### src/rtl/elvm_pkg.sv
// Shared ELVM CPU definitions: opcode values, instruction field positions,
// and the fetch-stage state encoding.
package elvm_pkg;

  // Opcodes carried in the OP field
  localparam logic [4:0] OP_MOV   = 5'd0;
  localparam logic [4:0] OP_ADD   = 5'd1;
  localparam logic [4:0] OP_SUB   = 5'd2;
  localparam logic [4:0] OP_LOAD  = 5'd3;
  localparam logic [4:0] OP_STORE = 5'd4;
  localparam logic [4:0] OP_PUTC  = 5'd5;
  localparam logic [4:0] OP_GETC  = 5'd6;
  localparam logic [4:0] OP_EXIT  = 5'd7;
  localparam logic [4:0] OP_JEQ   = 5'd8;
  localparam logic [4:0] OP_JNE   = 5'd9;
  localparam logic [4:0] OP_JLT   = 5'd10;
  localparam logic [4:0] OP_JGT   = 5'd11;
  localparam logic [4:0] OP_JLE   = 5'd12;
  localparam logic [4:0] OP_JGE   = 5'd13;
  localparam logic [4:0] OP_JMP   = 5'd14;
  localparam logic [4:0] OP_EQ    = 5'd15;
  localparam logic [4:0] OP_NE    = 5'd16;
  localparam logic [4:0] OP_LT    = 5'd17;
  localparam logic [4:0] OP_GT    = 5'd18;
  localparam logic [4:0] OP_LE    = 5'd19;
  localparam logic [4:0] OP_GE    = 5'd20;
  localparam logic [4:0] OP_DUMP  = 5'd21;

  // Instruction field positions (26-bit word)
  localparam int unsigned IMM_SEL_BIT = 25;
  localparam int unsigned OP_MSB      = 24;
  localparam int unsigned OP_LSB      = 20;
  localparam int unsigned DST_MSB     = 19;
  localparam int unsigned DST_LSB     = 17;
  localparam int unsigned SRC_MSB     = 16;
  localparam int unsigned SRC_LSB     = 14;
  localparam int unsigned IMM_MSB     = 13;
  localparam int unsigned IMM_LSB     = 0;

  typedef enum logic [1:0] {
    FETCH = 2'd0,
    HOLD  = 2'd1,
    HALT  = 2'd2
  } fetch_state_t;

  // Extract the opcode field from an instruction word
  function automatic logic [4:0] op_of(input logic [25:0] inst);
    return inst[OP_MSB:OP_LSB];
  endfunction

endpackage

### src/rtl/fetch_buf.sv
// Two-entry shift FIFO of {pc, inst} used by the prefetching fetch stage.
// Ports: clk, rst (sync, active-high), flush (drop all entries), push/push_pc/
// push_inst (enqueue), pop (dequeue head), full, head_valid/head_pc/head_inst.
// Entry 0 is always the head so head outputs come straight from registers.
module fetch_buf #(
  parameter int unsigned AW = 8,
  parameter int unsigned IW = 26
) (
  input  logic          clk,
  input  logic          rst,
  input  logic          flush,
  input  logic          push,
  input  logic [AW-1:0] push_pc,
  input  logic [IW-1:0] push_inst,
  input  logic          pop,
  output logic          full,
  output logic          head_valid,
  output logic [AW-1:0] head_pc,
  output logic [IW-1:0] head_inst
);

  logic          v0_q, v1_q, v0_d, v1_d;
  logic [AW-1:0] pc0_q, pc1_q, pc0_d, pc1_d;
  logic [IW-1:0] in0_q, in1_q, in0_d, in1_d;

  // Pop shifts entry 1 forward, push fills the first free slot, flush wins
  always_comb begin
    v0_d  = v0_q;
    v1_d  = v1_q;
    pc0_d = pc0_q;
    pc1_d = pc1_q;
    in0_d = in0_q;
    in1_d = in1_q;
    if (pop) begin
      v0_d  = v1_q;
      pc0_d = pc1_q;
      in0_d = in1_q;
      v1_d  = 1'b0;
    end
    if (push) begin
      if (!v0_d) begin
        v0_d  = 1'b1;
        pc0_d = push_pc;
        in0_d = push_inst;
      end else begin
        v1_d  = 1'b1;
        pc1_d = push_pc;
        in1_d = push_inst;
      end
    end
    if (flush) begin
      v0_d = 1'b0;
      v1_d = 1'b0;
    end
  end

  always_ff @(posedge clk) begin
    if (rst) begin
      v0_q  <= 1'b0;
      v1_q  <= 1'b0;
      pc0_q <= '0;
      pc1_q <= '0;
      in0_q <= '0;
      in1_q <= '0;
    end else begin
      v0_q  <= v0_d;
      v1_q  <= v1_d;
      pc0_q <= pc0_d;
      pc1_q <= pc1_d;
      in0_q <= in0_d;
      in1_q <= in1_d;
    end
  end

  assign full       = v1_q;
  assign head_valid = v0_q;
  assign head_pc    = pc0_q;
  assign head_inst  = in0_q;

endmodule

### src/rtl/inst_fetch.sv
// ELVM program-counter / instruction-fetch stage. Addresses a combinational
// instruction ROM, registers each word with its PC and offers it downstream
// over valid/ready. Handles jump redirects and a sticky halt.
// Ports: clk, rst (sync, active-high); rom_addr/rom_data (ROM side);
// out_valid/out_ready/out_inst/out_pc (downstream); redirect_valid/redirect_pc,
// halt_req (from execute); halted (sticky until rst).
// Build option FETCH_PREFETCH_EN: 2-entry buffer whose load decision depends
// only on registered occupancy (no out_ready -> pc path). Default: single
// output register loaded when !out_valid || out_ready.
module inst_fetch
  import elvm_pkg::*;
#(
  parameter int unsigned   AW       = 8,
  parameter int unsigned   IW       = 26,
  parameter logic [AW-1:0] RESET_PC = '0
) (
  input  logic          clk,
  input  logic          rst,
  output logic [AW-1:0] rom_addr,
  input  logic [IW-1:0] rom_data,
  output logic          out_valid,
  input  logic          out_ready,
  output logic [IW-1:0] out_inst,
  output logic [AW-1:0] out_pc,
  input  logic          redirect_valid,
  input  logic [AW-1:0] redirect_pc,
  input  logic          halt_req,
  output logic          halted
);

  fetch_state_t  state_q, state_d;
  logic [AW-1:0] pc_q, pc_d;
  logic          halted_q, halted_d;
  logic          run_c, redir_c, halt_c, xfer_c, room_c, load_c;

`ifdef FETCH_PREFETCH_EN
  logic buf_full;

  fetch_buf #(.AW(AW), .IW(IW)) u_buf (
    .clk        (clk),
    .rst        (rst),
    .flush      (redir_c || halt_c),
    .push       (load_c),
    .push_pc    (pc_q),
    .push_inst  (rom_data),
    .pop        (xfer_c),
    .full       (buf_full),
    .head_valid (out_valid),
    .head_pc    (out_pc),
    .head_inst  (out_inst)
  );
`else
  logic          vld_q, vld_d;
  logic [IW-1:0] inst_q, inst_d;
  logic [AW-1:0] opc_q, opc_d;

  // Output register: redirect/halt drop the word, load overwrites, transfer empties
  always_comb begin
    vld_d  = vld_q;
    inst_d = inst_q;
    opc_d  = opc_q;
    if (redir_c || halt_c) begin
      vld_d = 1'b0;
    end else if (load_c) begin
      vld_d  = 1'b1;
      inst_d = rom_data;
      opc_d  = pc_q;
    end else if (xfer_c) begin
      vld_d = 1'b0;
    end
  end

  always_ff @(posedge clk) begin
    if (rst) begin
      vld_q  <= 1'b0;
      inst_q <= '0;
      opc_q  <= '0;
    end else begin
      vld_q  <= vld_d;
      inst_q <= inst_d;
      opc_q  <= opc_d;
    end
  end

  assign out_valid = vld_q;
  assign out_inst  = inst_q;
  assign out_pc    = opc_q;
`endif

  // Next state, PC and halt flag; redirect beats halt_req, HALT ignores both
  always_comb begin
    state_d  = state_q;
    pc_d     = pc_q;
    halted_d = halted_q;
    run_c    = (state_q != HALT);
    redir_c  = run_c && redirect_valid;
    halt_c   = run_c && !redirect_valid && halt_req;
    xfer_c   = out_valid && out_ready;
`ifdef FETCH_PREFETCH_EN
    room_c   = !buf_full;
`else
    room_c   = !out_valid || out_ready;
`endif
    load_c   = run_c && !redirect_valid && !halt_req && room_c;

    if (redir_c) begin
      pc_d = redirect_pc;
    end else if (load_c) begin
      pc_d = pc_q + AW'(1);
    end

    if (halt_c) begin
      halted_d = 1'b1;
    end

    case (state_q)
      FETCH: begin
        if (halt_c)                     state_d = HALT;
        else if (load_c && !out_ready)  state_d = HOLD;
      end
      HOLD: begin
        if (halt_c)                     state_d = HALT;
        else if (redir_c || xfer_c)     state_d = FETCH;
      end
      HALT:    state_d = HALT;
      default: state_d = FETCH;
    endcase
  end

  always_ff @(posedge clk) begin
    if (rst) begin
      state_q  <= FETCH;
      pc_q     <= RESET_PC;
      halted_q <= 1'b0;
    end else begin
      state_q  <= state_d;
      pc_q     <= pc_d;
      halted_q <= halted_d;
    end
  end

  assign rom_addr = pc_q;
  assign halted   = halted_q;

endmodule

### config.mk
export PLATFORM = sky130hd
export DESIGN_NAME = inst_fetch
export DESIGN_NICKNAME = d
export VERILOG_FILES = /design/src/rtl/elvm_pkg.sv /design/src/rtl/fetch_buf.sv /design/src/rtl/inst_fetch.sv
export SDC_FILE = /design/constraint.sdc
export NUM_CORES = 1
export LEC_CHECK = 0
export CAP_MARGIN = 20
export CORE_UTILIZATION = 25
export DETAILED_ROUTE_END_ITERATION = 8
export PLACE_DENSITY_LB_ADDON = 0.2
export SYNTH_ARGS = -nofsm -noshare
export SYNTH_HDL_FRONTEND = slang
export SYNTH_SLANG_ARGS = --single-unit
export TNS_END_PERCENT = 5
### constraint.sdc
create_clock -name clk -period 2.25 [get_ports clk]
set_input_delay 0.675 -clock clk [delete_from_list [all_inputs] [get_ports clk]]
set_output_delay 0.675 -clock clk [all_outputs]
set_load 0.01 [all_outputs]
---- Word level (Yosys, flattened, before mapping) ----
Cells that the tools add are included.
word-level totals
  register bits ........................... 46
  bits of input ports ..................... 39
  output and inout bits ................... 44
  logic and storage cells ................. 42
cells by class
  add/sub/neg operators ................... 1
  equal/unequal tests ..................... 5
  muxes and demuxes ....................... 9
  bitwise gates (word level) .............. 1
  reductions and logical operators ........ 20
operators with widths
  operator               count
  $mux W8                2
  $add A8 B1 Y8 const B  1
  $mux W2                4
  $logic_and A1 B1 Y1    7
  $ne A3 B3 Y1 const B   2
  $pmux W2 S3            1
  $logic_not A1 Y1       4
  $reduce_and A2 Y1      2
  $reduce_bool A2 Y1     2
  $logic_or A1 B1 Y1     3
  $eq A2 B1 Y1 const B   1
  $eq A2 B2 Y1 const B   1
  $logic_not A2 Y1       1
  $mux W1                2
  $ne A2 B2 Y1 const B   1
  $reduce_or A2 Y1       1
  $not A1 Y1             1

---- Logic depth before layout (Yosys ltp) ----
  depth in word-level cells ............... 8
  gate-level depth with buffers ........... 7
  depth with buffers taken out ............ 5

---- Worst setup path before layout ----
No wires, ideal clock.
  kind .................................... in2reg
  start ................................... input port out_ready
  end ..................................... register pc_q[7] (netlist: rom_addr[7])
  library setup time ...................... 0.091 ns
  arrival time ............................ 1.682 ns
  required time ........................... 2.159 ns
  setup slack ............................. 0.477 ns
  stages .................................. 4
  path buffers ............................ 0
  path through ............................ nand2b_2 > nand4_4 > or4_1 > a311oi_1
on the way
  longest elaborated chain between the ends .. 3
RTL lines
  item                          line               RTL
  from (decl)                   inst_fetch.sv:22   input logic out_ready,
  $logic_or A1 B1 Y1            inst_fetch.sv:102  room_c = !out_valid || out_ready;
  $logic_and A1 B1 Y1           inst_fetch.sv:104  load_c = run_c && !redirect_valid && !halt_req && room_c;
  $reduce_bool A2 Y1 (no line)  -
  to (signal assigned)          inst_fetch.sv:137  pc_q <= pc_d;
  to (decl)                     inst_fetch.sv:32   logic [AW-1:0] pc_q, pc_d;
No other way between the ends.
A chain may end at the register's enable or synchronous reset.

---- Worst setup path after layout ----
  start ................................... register pc_q[2] (netlist: rom_addr[2])
  end ..................................... output port rom_addr[2]
RTL lines
  item       line              RTL
  to (decl)  inst_fetch.sv:19  output logic [AW-1:0] rom_addr,
No word-level cell between the ends.

==> flow_summary.yaml <==
run_status:
  run_status: "finished, final reports clean"
die:
  std_cell_rows: 30
  io-pin-count: 83
  die_h_um: 86.2
  die_area_mm2: 0.00744
  start_util_pct: 26.0
  core_area_mm2: 0.00683
  die-width_um: 86.2
cts:
  post_cts_buffers: 0
  cts_repair_resize_count: 0
  tritoncts: "built"
  max-clock-path-buffers: 2
  insertion_delay_ns: 0.29
  cts_max_level: 2
  cts-root-buf: "sky130_fd_sc_hd__clkbuf_8"
  cts.clk_slew.worst_paths_ns: 0.08
  cts_hold_repair.buffers: 0
  tritoncts.num_buffers: 5
  clock_sink_count: 46
critical_path:
  rr_startpoint: "state_q[0]"
  worst_path_dominant_cell_family: "buffers and inverters"
  critPathBufInv: 1
  cp-startpoint: "rom_addr[2]"
  worstPathRequired_ns: 1.57
  critical-path-max-stage-delay_ns: 0.60
  timing.critical_path.fanout_max: 7
  critical_path_class: "flop to primary output"
  slowest_cell_on_crit_path: "sky130_fd_sc_hd__clkdlybuf4s50_1"
  start_kind: "flop"
  crit_path_cell_trace: "clkdlybuf4s50_1"
  cp_data_arrival_time_ns: 1.39
  timing.critical_path.to_type: "primary output"
timing:
  final.period_utilization_pct: 91.6
  tmin_final_ns: 2.06
  worst_clock_skew_ns: 0.00301
  holdWs_ns: 0.454
  finalHoldViolCount: 0
  fin_setup_tns_ns: 0
  finalSetupViolCount: 0
  achievable_freq_mhz: 485
  worst_margin_slew_ns: 0.567
  final_max_slew_viol_count: 0
  slew_headroom_pct: 62.2
  grt_setup_unrepaired: "false"
place:
  hpwlAfterDp_mm: 3.45
  number_of_buffers_inserted_by_port_buffering: 82
  gp_congestion: 0.781
routing:
  dr_total_vias: 1726
  drt-vias-per-instance: 4.28
  wire_per_inst_um: 11.9
  drc: 0
  detailed_routing_iterations_pass_1: 4
  detail-route-antenna-nets: 0
  drt_first_iter_violations: 55
  drt_wl_total_mm: 4.81
power_and_ir_drop:
  p_leak_nw: 1.01
  power_density_mw_per_mm2: 636
  peakVddDrop_uv: 252
global_route:
  wire_length_of_the_first_global_routing_pass_mm: 7.81
  grt_overflow: 0
  maximum_number_of_pins_on_one_net_before_global_route_repair: 28
  grt_usage_pct: 13.5
  first_global_vias: 1602
  grt_antenna_before_repair: 0
synth:
  number_of_synthesized_register_bits: 46
  average_cell_area_after_synthesis_um2: 8.06
  synth_area_leaders: "sky130_fd_sc_hd__dfxtp_1, sky130_fd_sc_hd__nand2_1, sky130_fd_sc_hd__a21oi_1, sky130_fd_sc_hd__a311oi_1, sky130_fd_sc_hd__nor2_1"
  synth-edff-count: 0
  syn_area_mm2: 0.00177
  synth-async-reset-ratio_pct: 0
  post_synth_inst_count: 220
  netlist.area_leader.share_pct: 51.9
  mappedNetlistNets: 260
  synth.distinct_cells: 32
  synth.largest_area_cell: "sky130_fd_sc_hd__dfxtp_1"
  yosysSeqAreaShare_pct: 51.9
  yosys.cell_count.top_type: "sky130_fd_sc_hd__nand2_1"
  yosysWarnings: 0
  ys_dominant_reg_cell: "sky130_fd_sc_hd__dfxtp_1"
  synth_commonest_cells: "sky130_fd_sc_hd__nand2_1, sky130_fd_sc_hd__dfxtp_1, sky130_fd_sc_hd__a21oi_1"
run:
  drv.max_cap_violation_count: 0
hold_path:
  worstHoldStart: "out_inst[20]"
  min_path_type: "flop to flop"
cells_and_area:
  syn_to_layout_area_delta_pct: 62.6
  nets: 347
  n_fill_cell: 729
  antenna-diode-count: 0
  ratio_of_cells_with_drive_above_1_in_the_final_layout_pct: 7.82
[cell usage in the layout (no fill, tap or decap)]
master	count
sky130_fd_sc_hd__a311oi_1	4
sky130_fd_sc_hd__or4_1	1
sky130_fd_sc_hd__nand2_1	77
sky130_fd_sc_hd__dfxtp_1	46
sky130_fd_sc_hd__or2_2	1
sky130_fd_sc_hd__nor2_1	9
sky130_fd_sc_hd__bufinv_16	1
sky130_fd_sc_hd__o211ai_1	2
sky130_fd_sc_hd__o21ai_0	1
sky130_fd_sc_hd__nand3_1	2
sky130_fd_sc_hd__nor4_1	2
sky130_fd_sc_hd__and4_1	1
sky130_fd_sc_hd__and2_1	2
sky130_fd_sc_hd__inv_1	1
sky130_fd_sc_hd__ha_1	1
sky130_fd_sc_hd__clkdlybuf4s50_1	81
sky130_fd_sc_hd__nand2b_2	1
sky130_fd_sc_hd__nand2b_1	1
sky130_fd_sc_hd__or3_1	2
sky130_fd_sc_hd__a21oi_1	37
sky130_fd_sc_hd__buf_2	1
sky130_fd_sc_hd__nand4_4	1
sky130_fd_sc_hd__xnor2_1	1
sky130_fd_sc_hd__and3_1	2
sky130_fd_sc_hd__nor2_4	1
sky130_fd_sc_hd__o31ai_1	1
sky130_fd_sc_hd__a211oi_1	2
sky130_fd_sc_hd__a31oi_1	3
sky130_fd_sc_hd__clkbuf_8	6
sky130_fd_sc_hd__nor4b_1	1
sky130_fd_sc_hd__buf_12	3
sky130_fd_sc_hd__buf_4	9
sky130_fd_sc_hd__nor3b_1	1
sky130_fd_sc_hd__nand4_1	2
[logic make-up (layout without fill, tap and decap cells)]
| group | count (synthesis) | count (layout) | synth area share [%] |
|---|---|---|---|
| flops | 46 | 46 | 51.9 |
| xor+xnor | 1 | 1 | 0.494 |
| simple gates | 107 | 107 | 27.2 |
| fa+ha+maj | 1 | 1 | 0.705 |
| compound gates | 50 | 50 | 15.9 |
| buf+inv | 15 | 102 | 3.88 |
[stage by stage]
step | area (um2) | cells | worst slack [ns] | total power, W | util, %
2_1_floorplan | 1770 | 220 | 0.477 | 0.00103 | -
3_3_place_gp | 2770 | 396 | -0.0337 | 0.00123 | 40.6
3_5_place_dp | 2770 | 396 | -0.0409 | 0.00123 | 40.6
4_1_cts | 2890 | 403 | 0.170 | 0.00187 | 42.2
5_1_grt | 2890 | 403 | 0.120 | 0.00194 | 42.2
6_report | 2890 | 403 | 0.190 | 0.00183 | 42.2
[routing by layer]
metal | vias to the layer above | global-route usage (%) | wire length, um
met2 | 44 | 22.4 | 2310
met5 | - | 0 | 0
li1 | 911 | - | -
met1 | 769 | 17.2 | 2260
met3 | 2 | 3.33 | 198
met4 | 0 | 4.55 | 42
[power by group]
group          internal [W]  switching (W)  total, W  leakage, nW
Clock              0.000356       0.000271  0.000626       0.0573
Combinational      0.000183       0.000133  0.000316        0.575
Sequential         0.000856      0.0000348  0.000891        0.376
Total               0.00139       0.000439   0.00183         1.01
[cell type report]
type	count	area (um2)	share of cell area, %
clock buffers	6	82.6	2.86
clock inverters	1	30.0	1.04
inverters	1	3.75	0.130
multi-input cells	159	785	27.2
flip-flops and latches	46	921	31.9
well taps	96	120	4.16
repair buffers	94	943	32.7
[worst paths after layout]
path	to	slack, ns	cells after the start
worst min-delay path	out_inst[20]	0.45	2
worst min register to register	out_inst[20]	0.45	2
worst max register to register	rom_addr[4]	0.61	5
worst max-delay path	rom_addr[2]	0.19	1
[sequential cells by signal, summed over array words and instances, names as in the netlist]
signal / flops
halted: 1
out_inst: 26
out_pc: 8
out_valid: 1
rom_addr: 8
state_q: 2
No activity file was read; power rests on OpenSTA's default activity.
